==> src/rtl/dxl_status_rx.sv <==
// Dynamixel protocol 1.0 status-packet parser: frames, checksums and publishes
// one validated record per good packet; bad, corrupted or stalled packets pulse an error.
module dxl_status_rx #(
  parameter int MAX_PARAMS     = 8,
  parameter int TIMEOUT_CYCLES = 50000,
  parameter int PCW            = $clog2(MAX_PARAMS + 1)
) (
  input  logic                    clk_in,
  input  logic                    _reset_in,
  input  logic [7:0]              rx_data_in,
  input  logic                    rx_data_valid_in,
  input  logic                    flush_in,
  output logic                    pkt_valid_out,
  output logic [7:0]              pkt_id_out,
  output logic [7:0]              pkt_error_out,
  output logic [PCW-1:0]          pkt_param_count_out,
  output logic [8*MAX_PARAMS-1:0] pkt_params_out,
  output logic                    crc_error_out,
  output logic                    len_error_out,
  output logic                    timeout_out,
  output logic                    busy_out,
  output logic [2:0]              state_dbg_out
);

  localparam int TW = $clog2(TIMEOUT_CYCLES);
  localparam logic [TW-1:0] TMO_LAST = TW'(TIMEOUT_CYCLES - 1);

  typedef enum logic [2:0] {
    S_HDR1, S_HDR2, S_ID, S_LEN, S_ERR, S_PARAM, S_CKSUM
  } state_t;

  state_t                  state;
  logic [7:0]              sum_q;
  logic [7:0]              id_q;
  logic [7:0]              err_q;
  logic [PCW-1:0]          n_q;
  logic [PCW-1:0]          idx_q;
  logic [8*MAX_PARAMS-1:0] work_q;
  logic [TW-1:0]           tmo_q;
  logic                    len_bad;

  // LEN is legal when 2 <= LEN <= MAX_PARAMS+2; compared in 9 bits to avoid wrap.
  assign len_bad       = (rx_data_in < 8'd2) || ({1'b0, rx_data_in} > 9'(MAX_PARAMS + 2));
  assign busy_out      = (state != S_HDR1);
  assign state_dbg_out = state;

  always_ff @(posedge clk_in or negedge _reset_in) begin
    if (!_reset_in) begin
      state               <= S_HDR1;
      sum_q               <= '0;
      id_q                <= '0;
      err_q               <= '0;
      n_q                 <= '0;
      idx_q               <= '0;
      work_q              <= '0;
      tmo_q               <= '0;
      pkt_valid_out       <= 1'b0;
      crc_error_out       <= 1'b0;
      len_error_out       <= 1'b0;
      timeout_out         <= 1'b0;
      pkt_id_out          <= '0;
      pkt_error_out       <= '0;
      pkt_param_count_out <= '0;
      pkt_params_out      <= '0;
    end else begin
      pkt_valid_out <= 1'b0;
      crc_error_out <= 1'b0;
      len_error_out <= 1'b0;
      timeout_out   <= 1'b0;
      if (flush_in) begin
        state <= S_HDR1;
        tmo_q <= '0;
        idx_q <= '0;
        sum_q <= '0;
      end else if (rx_data_valid_in) begin
        // An accepted byte always restarts the stall timer, even at terminal count.
        tmo_q <= '0;
        case (state)
          S_HDR1: if (rx_data_in == 8'hFF) state <= S_HDR2;
          S_HDR2: state <= (rx_data_in == 8'hFF) ? S_ID : S_HDR1;
          S_ID: begin
            if (rx_data_in != 8'hFF) begin
              id_q  <= rx_data_in;
              sum_q <= rx_data_in;
              state <= S_LEN;
            end
          end
          S_LEN: begin
            if (len_bad) begin
              len_error_out <= 1'b1;
              state         <= S_HDR1;
            end else begin
              n_q   <= PCW'(rx_data_in - 8'd2);
              sum_q <= sum_q + rx_data_in;
              state <= S_ERR;
            end
          end
          S_ERR: begin
            err_q <= rx_data_in;
            sum_q <= sum_q + rx_data_in;
            idx_q <= '0;
            state <= (n_q == '0) ? S_CKSUM : S_PARAM;
          end
          S_PARAM: begin
            for (int k = 0; k < MAX_PARAMS; k++) begin
              if (idx_q == PCW'(k)) work_q[8*k +: 8] <= rx_data_in;
            end
            sum_q <= sum_q + rx_data_in;
            idx_q <= idx_q + PCW'(1);
            if (idx_q == n_q - PCW'(1)) state <= S_CKSUM;
          end
          S_CKSUM: begin
            if (rx_data_in == ~sum_q) begin
              pkt_valid_out       <= 1'b1;
              pkt_id_out          <= id_q;
              pkt_error_out       <= err_q;
              pkt_param_count_out <= n_q;
              // Stale buffer bytes from longer earlier packets are masked off.
              for (int k = 0; k < MAX_PARAMS; k++) begin
                pkt_params_out[8*k +: 8] <= (PCW'(k) < n_q) ? work_q[8*k +: 8] : 8'h00;
              end
            end else begin
              crc_error_out <= 1'b1;
            end
            state <= S_HDR1;
          end
          default: state <= S_HDR1;
        endcase
      end else if (state != S_HDR1) begin
        if (tmo_q == TMO_LAST) begin
          timeout_out <= 1'b1;
          state       <= S_HDR1;
          tmo_q       <= '0;
        end else begin
          tmo_q <= tmo_q + TW'(1);
        end
      end
    end
  end

endmodule

==> config.mk <==
export PLATFORM = sky130hd
export DESIGN_NAME = dxl_status_rx
export DESIGN_NICKNAME = d
export VERILOG_FILES = /design/src/rtl/dxl_status_rx.sv
export SDC_FILE = /design/constraint.sdc
export NUM_CORES = 1
export LEC_CHECK = 0
export BUFFER_PORTS_ARGS = -buffer_cell sky130_fd_sc_hd__buf_2
export CAP_MARGIN = 20
export CORE_AREA = 2 2 143 145
export CTS_CLUSTER_DIAMETER = 50
export DETAILED_ROUTE_END_ITERATION = 10
export DIE_AREA = 0 0 145 147
export PLACE_DENSITY = 0.74
export SYNTH_ARGS = -nofsm -noshare
export SYNTH_HDL_FRONTEND = slang
export SYNTH_SLANG_ARGS = --single-unit
==> constraint.sdc <==
create_clock -name clk_in -period 2.4 [get_ports clk_in]
set_input_delay 0.48 -clock clk_in [delete_from_list [all_inputs] [get_ports clk_in]]
set_output_delay 0.48 -clock clk_in [all_outputs]
set_load 0.05 [all_outputs]
==> results of run 1 <==
==> flip-flops by register name (all words and copies together), names as in the netlist <==
signal and count:
pkt_params_out 64, pkt_valid_out 1, crc_error_out 1, state_dbg_out 3
idx_q 4, pkt_error_out 8, n_q 4, pkt_param_count_out 4
tmo_q 16, work_q 64, timeout_out 1, id_q 8
err_q 8, pkt_id_out 8, sum_q 8, len_error_out 1
==> synthesized netlist by cell type (5+ instances only) <==
| cell type | instances |
|---|---|
| nand2_1 | 233 |
| dfrtp_1 | 203 |
| o21ai_0 | 111 |
| mux2_2 | 59 |
| nor2_1 | 41 |
| clkbuf_1 | 21 |
| ha_1 | 18 |
| xor2_1 | 18 |
| a21oi_1 | 13 |
| inv_1 | 10 |
| nand3_1 | 10 |
| buf_2 | 9 |
| nand4_1 | 9 |
| nor2b_1 | 8 |
| a21o_1 | 7 |
| buf_1 | 7 |
| xnor2_1 | 6 |
| and3_1 | 5 |
| nor3_1 | 5 |
==> repair_timing <==
item                                   in CTS  in global routing
endpoints found under the hold margin       0                  0
setup endpoints to repair                   0                  2
hold buffers                                0                  0
gates resized for setup                     0                  1
==> cell families (layout without fill, tap and decap cells) <==
| group | Yosys count | after routing | share of synthesized area |
|---|---|---|---|
| AND/OR/NAND/NOR | 330 | 330 | 0.159 |
| buffers and inverters | 52 | 189 | 0.0258 |
| multiplexers | 64 | 64 | 0.0822 |
| flip-flops | 203 | 203 | 0.582 |
| AO/OA/AOI/OAI | 153 | 153 | 0.0984 |
| adder cells (fa/ha/maj) | 19 | 19 | 0.0281 |
| XOR/XNOR | 24 | 24 | 0.0241 |
==> layout make-up <==
class                      instances  area share
timing repair buffer             139      0.0819
tap                              270      0.0323
clock buffer                      30      0.0623
sequential                       203       0.485
inverter                          11     0.00395
multi-input combinational        590       0.328
clock inverter                     9     0.00622
==> metal layers <==
layer	vias to the layer above	routed length, um	track usage
met1	3080	8800	0.259
met2	181	9290	0.312
li1	3097	-	-
met3	33	1190	0.0348
met4	0	431	0.0455
met5	-	0	0
==> report_power, final <==
part	internal [mW]	switching [mW]	leakage [nW]
sequential	3.43	0.0112	2.83
clock	1.92	1.36	0.351
combinational	0.0758	0.197	2.10
total	5.43	1.57	5.28
==> path summary, 6_finish.rpt <==
kind,endpoint,cells after the start,startpoint
min in group clk_in,sum_q[0],3,flush_in
worst min-delay path,pkt_error_out[6],1,_reset_in
worst max-delay path,busy_out,2,state_dbg_out[2]
worst min register to register,pkt_error_out[7],2,err_q[7]
worst max register to register,sum_q[6],8,sum_q[0]
max in group asynchronous,work_q[10],2,_reset_in
==> through the flow <==
step	instances	cell area (sq um)	util	total power, mW
finish	1252	10500	0.527	7.00
global route	1252	10500	0.527	7.25
CTS	1252	10500	0.527	7.08
detailed placement	1213	9740	0.491	3.78
global placement	1213	9740	0.491	3.78
floorplan	845	8730	-	3.61
==> critical path, cell delays in order, from the launching register on <==
cell and delay [ns]:
dfrtp_1 0.51, or3_4 0.46, buf_2 0.22
==> key figures, run 1 <==
Run status
  – Run status: finished clean

Routing
  – WL per Instance: between 15 and 20 um
  – # DRC: 0
  – Total routed wirelength: 19700 um
  – Detail Route Antenna Nets: 0
  – Drt first pass iters: 5
  – Vias per cell: 5.10
  – Initial DRC Count: around 350
  – Via count: 6391

Layout
  – Share of cells above drive strength 1: 0.248
  – Net count reported at finish: 999
  – Layout area overhead: 19.9%
  – Reg area: 5080 sq um
  – Area of the multi-input gates: 3430 sq um
  – Inserted Diodes: 0
  – Fill cells: ~1700
  – Most frequent cells in the layout: 233 x nand2_1, 203 x dfrtp_1, 111 x o21ai_0
  – Commonest non-fill, non-tap cell in the layout: nand2_1

Timing
  – Max_slew headroom: 0.572
  – Max Freq: 461 MHz
  – RSZ-0062 raised after global routing: no
  – Clock Skew: 0.00797 ns
  – Slew @ Worst Pin: 0.638 ns
  – Setup WS post-layout: 0.229 ns
  – Final count of hold timing violations: 0
  – Setup TNS: 0 ns
  – Final Setup Violations: 0
  – Max-slew violations: 0
  – Minimum clock period: between 2 and 2.5 ns
  – Final Hold Slack: 0.0159 ns
  – Part of the cycle the worst path needs: 0.905

Logic synthesis
  – Cell taking the most area after synthesis: dfrtp_1
  – Syn Inst Count: 845
  – Post-synth EDFFs: 0
  – Synth cell types: 49
  – Synthesized area: ~8700 sq um
  – Synth top area cells: dfrtp_1 58%, nand2_1 10%, mux2_2 7.6%, o21ai_0 6.4%, ha_1 2.6%
  – Ys async rst share: 1.00
  – Top_reg_cell synth: dfrtp_1
  – Synth Warn #: 0
  – Post-synth top area share: 0.582
  – Syn Area/Cell: 10.3 sq um
  – Post-synthesis register bit count: between 200 and 250
  – Net count after synthesis: 876
  – Seq/Total Area, Yosys: 0.582

Floorplan
  – DIE HEIGHT: 147 um
  – I/O pin count: 104
  – Die area: 21300 sq um
  – Die width: about 150 um
  – Starting density of the core: 0.440
  – FP Rows: 52
  – Core Box Area: 19800 sq um

Power
  – Leakage power total: around 5.3 nW
  – Max IR drop VDD: 361 uV
  – Pwr dens: roughly 670 nW/um^2

Global route
  – First-pass GRT wire length: 32600 um
  – Initial antenna violation count: 0
  – Total track usage: 0.188
  – Gr ovfl total: 0
  – Vias in the first global route: 6302
  – Largest net degree at the start of global routing: 82

Critical path
  – Critical Path RT: 1.92 ns
  – Crit. End Element: output pin
  – Crit Path Max Fanout: 11
  – Worst R2R Setup Slack: 0.24 ns
  – CP arrival: 1.69 ns
  – Worst Setup Start Kind: flop
  – Setup CP Type: reg -> out

Placed design
  – RD Place Congestion: between 0.8 and 0.9
  – DP HPWL: 13400 um
  – IO buf count: 103
  – Pre-CTS setup slack: 0.00828 ns

Clock tree
  – Clock root buffer: clkbuf_16
  – CTS tree: built
  – Maximum clock path buffer count: 3
  – Post-CTS setup buffers: 0
  – Clk_lat worst skew: 0.49 ns
  – CTS H-tree depth: 1
  – CTS Buf Count: 23
  – Clock Sinks: 203
  – Clock transition at path regs: approximately 0.060 ns

Hold path
  – HP Class: in -> async

Job
  – Max-Cap Viols: 0
(Power assumes the default switching activity.)
==> run 2: changes to the inputs <==
PLACE_DENSITY = 0.77   (was 0.74)
clock period = 1.8 ns   (was 2.4 ns; I/O delays follow)
==> key figures, run 2 (same netlist as run 1, synthesis figures left out) <==
Run status
  – Run status: complete, but fails checks (was finished clean)
  – Violated checks: negative setup slack

Global route
  – Initial antenna violation count: 0 (unchanged)
  – Total track usage: 0.203 (was 0.188)
  – Largest net degree at the start of global routing: 54 (was 82)
  – Gr ovfl total: 0 (unchanged)
  – First-pass GRT wire length: 35000 um (was 32600 um)
  – Vias in the first global route: 6819 (was 6302)

Clock tree
  – Clock Sinks: 203 (unchanged)
  – Clk_lat worst skew: 0.50 ns (was 0.49 ns)
  – Clock root buffer: clkbuf_16 (unchanged)
  – Maximum clock path buffer count: 3 (unchanged)
  – CTS H-tree depth: 1 (unchanged)
  – Clock transition at path regs: 0.06 ns (about the same)
  – CTS tree: built (unchanged)
  – CTS Buf Count: 23 (unchanged)

Power
  – Switch share: 0.222 (was 0.225)
  – Pwr dens: 783 nW/um^2 (was 669 nW/um^2)
  – Clock share of power: 0.471 (was 0.469)
  – Max IR drop VDD: 558 uV (was 361 uV)
  – Leakage power total: 6.01 nW (was 5.28 nW)
  – Sw Pwr: 2.13 mW (was 1.57 mW)
  – Internal: 7.47 mW (was 5.43 mW)
  – Comb pwr share: 0.051 (was 0.039)
  – Total power: 9.60 mW (was 7.00 mW)
  – Sequential share of power: 0.478 (was 0.492)

Layout
  – Layout area overhead: 40.6% (was 19.9%)
  – Commonest non-fill, non-tap cell in the layout: dfrtp_1 (was nand2_1)
  – Utilization after layout: 0.618 (was 0.527)
  – Inserted Diodes: 0 (unchanged)
  – Net count reported at finish: 1083 (was 999)
  – Most frequent cells in the layout: 200 x dfrtp_1, 173 x nand2_1, 100 x buf_2 (was 233 x nand2_1, 203 x dfrtp_1, 111 x o21ai_0)
  – Top flop regs: pkt_params_out: 64 flops, work_q: 64 flops, tmo_q: 16 flops (unchanged)
  – Share of cells above drive strength 1: 0.437 (was 0.248)
  – Fin area: 12300 sq um (was 10500 sq um)

Floorplan
  – FP Rows: 52 (unchanged)
  – Core Box Area: 19800 sq um (unchanged)
  – Die width: 145 um (unchanged)
  – DIE HEIGHT: 147 um (unchanged)
  – Die area: 21300 sq um (unchanged)
  – I/O pin count: 104 (unchanged)
  – Starting density of the core: 0.440 (unchanged)

Placed design
  – DP HPWL: 14500 um (was 13400 um)
  – RD Place Congestion: 0.889 (was 0.806)
  – Placed inst area: 10200 sq um (was 9740 sq um)
  – IO buf count: 103 (unchanged)

Hold path
  – HP Class: in -> reg (was in -> async)

Routing
  – Vias per cell: 5.36 (was 5.10)
  – Detail Route Antenna Nets: 0 (unchanged)
  – Total routed wirelength: 24400 um (was 19700 um)
  – Drt first pass iters: 5 (unchanged)
  – # DRC: 0 (unchanged)
  – Via count: 7171 (was 6391)
  – WL per Instance: 18.3 um (was 15.7 um)
  – Initial DRC Count: 411 (was 346)

Critical path
  – Critical Path RT: 2.18 ns (was 1.92 ns)
  – Crit. End Element: flop (was output pin)
  – CP arrival: 2.44 ns (was 1.69 ns)
  – Crit Path Max Fanout: 14 (was 11)
  – Setup CP Type: reg -> reg (was reg -> out)
  – Worst Setup Start Kind: flop (unchanged)

Job
  – Max-Cap Viols: 0 (unchanged)

Timing
  – Minimum clock period: around 2.1 ns
  – Slew @ Worst Pin: 0.483 ns (was 0.638 ns)
  – Final count of hold timing violations: 0 (unchanged)
  – Clock Skew: 0.0110 ns (was 0.00797 ns)
  – Setup TNS: -18.61 ns (was 0 ns)
  – Setup WS post-layout: -0.265 ns (was 0.229 ns)
  – Final Hold Slack: 0.190 ns (was 0.0159 ns)
  – Max Freq: 484 MHz
  – Part of the cycle the worst path needs: 1.15
  – Final Setup Violations: 105 (was 0)
  – RSZ-0062 raised after global routing: yes (was no)
  – Max_slew headroom: 0.678 (was 0.572)
  – Max-slew violations: 0 (unchanged)
==> run 2: metrics by stage <==
step	cells	setup slack, ns
4_1_cts	1306	-0.164
3_5_place_dp	1254	-0.353
5_1_grt	1337	-0.341
6_report	1337	-0.265
2_1_floorplan	845	-0.185
3_3_place_gp	1254	-0.298
==> run 2: path summary, 6_finish.rpt <==
check / start / cells after the start / slack [ns] / endpoint
worst max-delay path: sum_q[1] / 10 / -0.27 / pkt_params_out[47]
worst min-delay path: flush_in / 3 / 0.19 / idx_q[2]
worst max register to register: sum_q[1] / 10 / -0.27 / pkt_params_out[47]
worst min register to register: pkt_error_out[7] / 2 / 0.46 / pkt_error_out[7]
max in group asynchronous: _reset_in / 3 / 0.75 / pkt_params_out[45]
min in group asynchronous: _reset_in / 2 / 0.40 / pkt_id_out[5]
==> run 2: power by group through the flow <==
stage	logic, mW	clock network [mW]	registers, mW
floorplan	0.147	0	4.68
global placement	0.409	0	4.67
detailed placement	0.418	0	4.68
CTS	0.429	4.59	4.59
global route	0.537	4.79	4.59
finish	0.493	4.52	4.59
==> run 2: layer usage <==
| layer | routed length (um) | share of wire | track usage |
|---|---|---|---|
| met1 | 10100 | 0.41 | 0.269 |
| met2 | 12200 | 0.50 | 0.350 |
| met3 | 1150 | 0.047 | 0.0270 |
| met4 | 969 | 0.040 | 0.0609 |
| met5 | 0 | 0 | 0 |
==> run 2: critical path, stage by stage, from the launching register on <==
cell and delay, ns:
dfrtp_1 0.42, ha_4 0.29, buf_6 0.08, nand4_1 0.12, nor3b_4 0.24, nand4_1 0.12, buf_6 0.17, buf_12 0.16
clkbuf_16 0.17, nand2_1 0.09, o21ai_1 0.07
==> run 2: cell type report <==
cell class	count	area [sq um]
Clock inverter	8	82.6
Clock buffer	32	659
Fill cell	1510	7580
Tap cell	270	338
Multi-Input combinational cell	590	4140
Inverter	11	53.8
Timing Repair Buffer	223	1910
Sequential cell	203	5080
==> run 2: what timing repair did <==
item,CTS,global route
cloned,3,18
hold buffers,1,0
pin swaps,22,65
endpoints found under the hold margin,47,0
setup buffers,9,14
gates resized for setup,47,155
endpoints found under the setup margin,113,170
==> run 3: changes to the inputs <==
==> constraint.sdc (replaced) <==
create_clock -name clk_in -period 1.8 [get_ports clk_in]
set_input_delay 0.36 -clock clk_in [delete_from_list [all_inputs] [get_ports clk_in]]
set_output_delay 0.36 -clock clk_in [all_outputs]
set_load 0.1 [all_outputs]
==> key figures, run 3 (same netlist as run 1, synthesis figures left out) <==
Layout
  – Share of cells above drive strength 1: 0.488 (was 0.437)
  – Commonest non-fill, non-tap cell in the layout: dfrtp_1 (unchanged)
  – Top flop regs: pkt_params_out: 64 flops, work_q: 64 flops, tmo_q: 16 flops (unchanged)
  – Layout area overhead: 46.4% (was 40.6%)
  – Inserted Diodes: 0 (unchanged)
  – Most frequent cells in the layout: 199 x dfrtp_1, 137 x nand2_1, 99 x buf_2 (was 200 x dfrtp_1, 173 x nand2_1, 100 x buf_2)
  – Net count reported at finish: 1101 (was 1083)

Critical path
  – CP cell instances: ha_4, nand4_1, nor3b_4, nand4_1, buf_6, buf_12, buf_12, buf_16, nand2_2, o21ai_1 (was ha_4, buf_6, nand4_1, nor3b_4, nand4_1, buf_6, buf_12, clkbuf_16, nand2_1, o21ai_1)
  – Worst Setup Start Kind: flop (unchanged)
  – CP arrival: 2.55 ns (was 2.44 ns)
  – Crit. End Element: flop (unchanged)
  – CP Depth: 10 (unchanged)
  – Critical Path RT: 2.21 ns (was 2.18 ns)
  – Setup CP Type: reg -> reg (unchanged)
  – Max incr delay on CP: 0.42 ns (about the same)
  – Worst r2r path cells: 10 (unchanged)
  – Slowest-stage cell, CP: dfrtp_1 (unchanged)
  – Worst path bufs/invs: 4 (unchanged)
  – Crit Path Max Fanout: 7 (was 14)
  – Critical path's top delay family: simple AND/OR/NAND/NOR gates (was buffers and inverters)

Floorplan
  – Die width: 145 um (unchanged)
  – Starting density of the core: 0.440 (unchanged)
  – Core Box Area: 19800 sq um (unchanged)
  – FP Rows: 52 (unchanged)
  – Die area: 21300 sq um (unchanged)
  – I/O pin count: 104 (unchanged)
  – DIE HEIGHT: 147 um (unchanged)

Placed design
  – Pre-CTS setup slack: -0.342 ns (was -0.353 ns)
  – DP HPWL: 14700 um (was 14500 um)
  – RD Place Congestion: 0.894 (was 0.889)
  – IO buf count: 103 (unchanged)

Routing
  – # DRC: 0 (unchanged)
  – Initial DRC Count: 410 (was 411)
  – Vias per cell: 5.39 (was 5.36)
  – WL per Instance: 18.8 um (was 18.3 um)
  – Via count: 7308 (was 7171)
  – Drt first pass iters: 5 (unchanged)
  – Total routed wirelength: 25600 um (was 24400 um)
  – Detail Route Antenna Nets: 0 (unchanged)

Power
  – Leakage power total: 6.16 nW (was 6.01 nW)
  – Max IR drop VDD: 546 uV (was 558 uV)
  – Pwr dens: 748 nW/um^2 (was 783 nW/um^2)
  – Total power: 9.55 mW (was 9.60 mW)

Timing
  – Final Hold Slack: 0.197 ns (was 0.190 ns)
  – Final Setup Violations: 161 (was 105)
  – Clock Skew: 0.0350 ns (was 0.0110 ns)
  – Max_slew headroom: 0.552 (was 0.678)
  – Max-slew violations: 0 (unchanged)
  – RSZ-0062 raised after global routing: yes (unchanged)
  – Setup WS post-layout: -0.341 ns (was -0.265 ns)
  – Final count of hold timing violations: 0 (unchanged)
  – Max Freq: 467 MHz (was 484 MHz)
  – Minimum clock period: 2.14 ns (was 2.07 ns)
  – Slew @ Worst Pin: 0.673 ns (was 0.483 ns)
  – Part of the cycle the worst path needs: 1.19 (was 1.15)

Global route
  – First-pass GRT wire length: 38600 um (was 35000 um)
  – Total track usage: 0.224 (was 0.203)
  – Vias in the first global route: 7365 (was 6819)
  – Gr ovfl total: 0 (unchanged)
  – Largest net degree at the start of global routing: 62 (was 54)
  – Initial antenna violation count: 0 (unchanged)

Clock tree
  – Clock root buffer: clkbuf_16 (unchanged)
  – Maximum clock path buffer count: 3 (unchanged)
  – Clock transition at path regs: 0.06 ns (about the same)
  – Clk_lat worst skew: 0.52 ns (was 0.50 ns)
  – CTS tree: built (unchanged)
  – CTS H-tree depth: 1 (unchanged)
  – CTS Buf Count: 23 (unchanged)
  – Clock Sinks: 203 (unchanged)

Run status
  – Run status: complete, but fails checks (unchanged)
  – Violated checks: negative setup slack (unchanged)

Hold path
  – HP Class: in -> reg (unchanged)
  – Worst Hold Depth: 3 (unchanged)

Job
  – Max-Cap Viols: 0 (unchanged)
[run 3: cell count changes in the layout (fill, tap and decap cells not counted), sizes merged]
cell	change
buf	+27
nand2	+2
clkbuf	-13
clkinvlp	+2
bufinv	-1
clkinv	+3
[run 3: power breakdown]
part	internal, mW	leakage, nW	switching [mW]	total, mW
Combinational	0.170	2.98	0.344	0.514
Clock	2.52	0.352	1.93	4.44
Sequential	4.58	2.82	0.0125	4.59
Total	7.26	6.16	2.28	9.55
[run 3: path summary, 6_finish.rpt]
check                                   start                 end  slack, ns
min in group asynchronous           _reset_in  pkt_params_out[11]       0.43
max in group asynchronous           _reset_in   pkt_params_out[4]       0.76
setup / recovery                     sum_q[0]  pkt_params_out[24]      -0.34
setup reg to reg                     sum_q[0]  pkt_params_out[24]      -0.34
hold / removal                       flush_in            idx_q[2]       0.20
hold reg to reg            pkt_params_out[13]  pkt_params_out[13]       0.48
[run 3: layout make-up]
cell class                 instances  area, sq um
fill                            1371         7070
clock buffer                      30          632
multi-input combinational        592         4420
clock inverter                    12         91.3
tap                              270          338
inverter                          11         56.3
timing repair buffer             239         2140
sequential                       203         5090
[run 3: repair_timing]
item	CTS	global route
setup buffers	15	22
hold buffers	1	0
pin swaps	98	47
gates cloned	15	3
gates resized for setup	179	143
endpoints found under the setup margin	159	179
hold endpoints to repair	55	0
[run 3: metrics by stage]
step	cell area, sq um	util	cells	setup TNS [ns]
floorplan	8980	-	845	-19.75
global placement	10300	0.521	1268	-26.35
detailed placement	10300	0.521	1268	-31.28
CTS	12200	0.614	1341	-19.58
global route	12800	0.644	1357	-42.20
finish	12800	0.644	1357	-32.47
[run 3: tightest hold or removal path, cell delays in order]
cell and delay (ns):
buf_2 0.11, buf_4 0.15, nor2_1 0.05
[run 3: layer usage]
layer  track usage  share of wire
met5             0              0
met4        0.0663          0.028
met3        0.0339          0.045
met2         0.390           0.52
met1         0.292           0.41
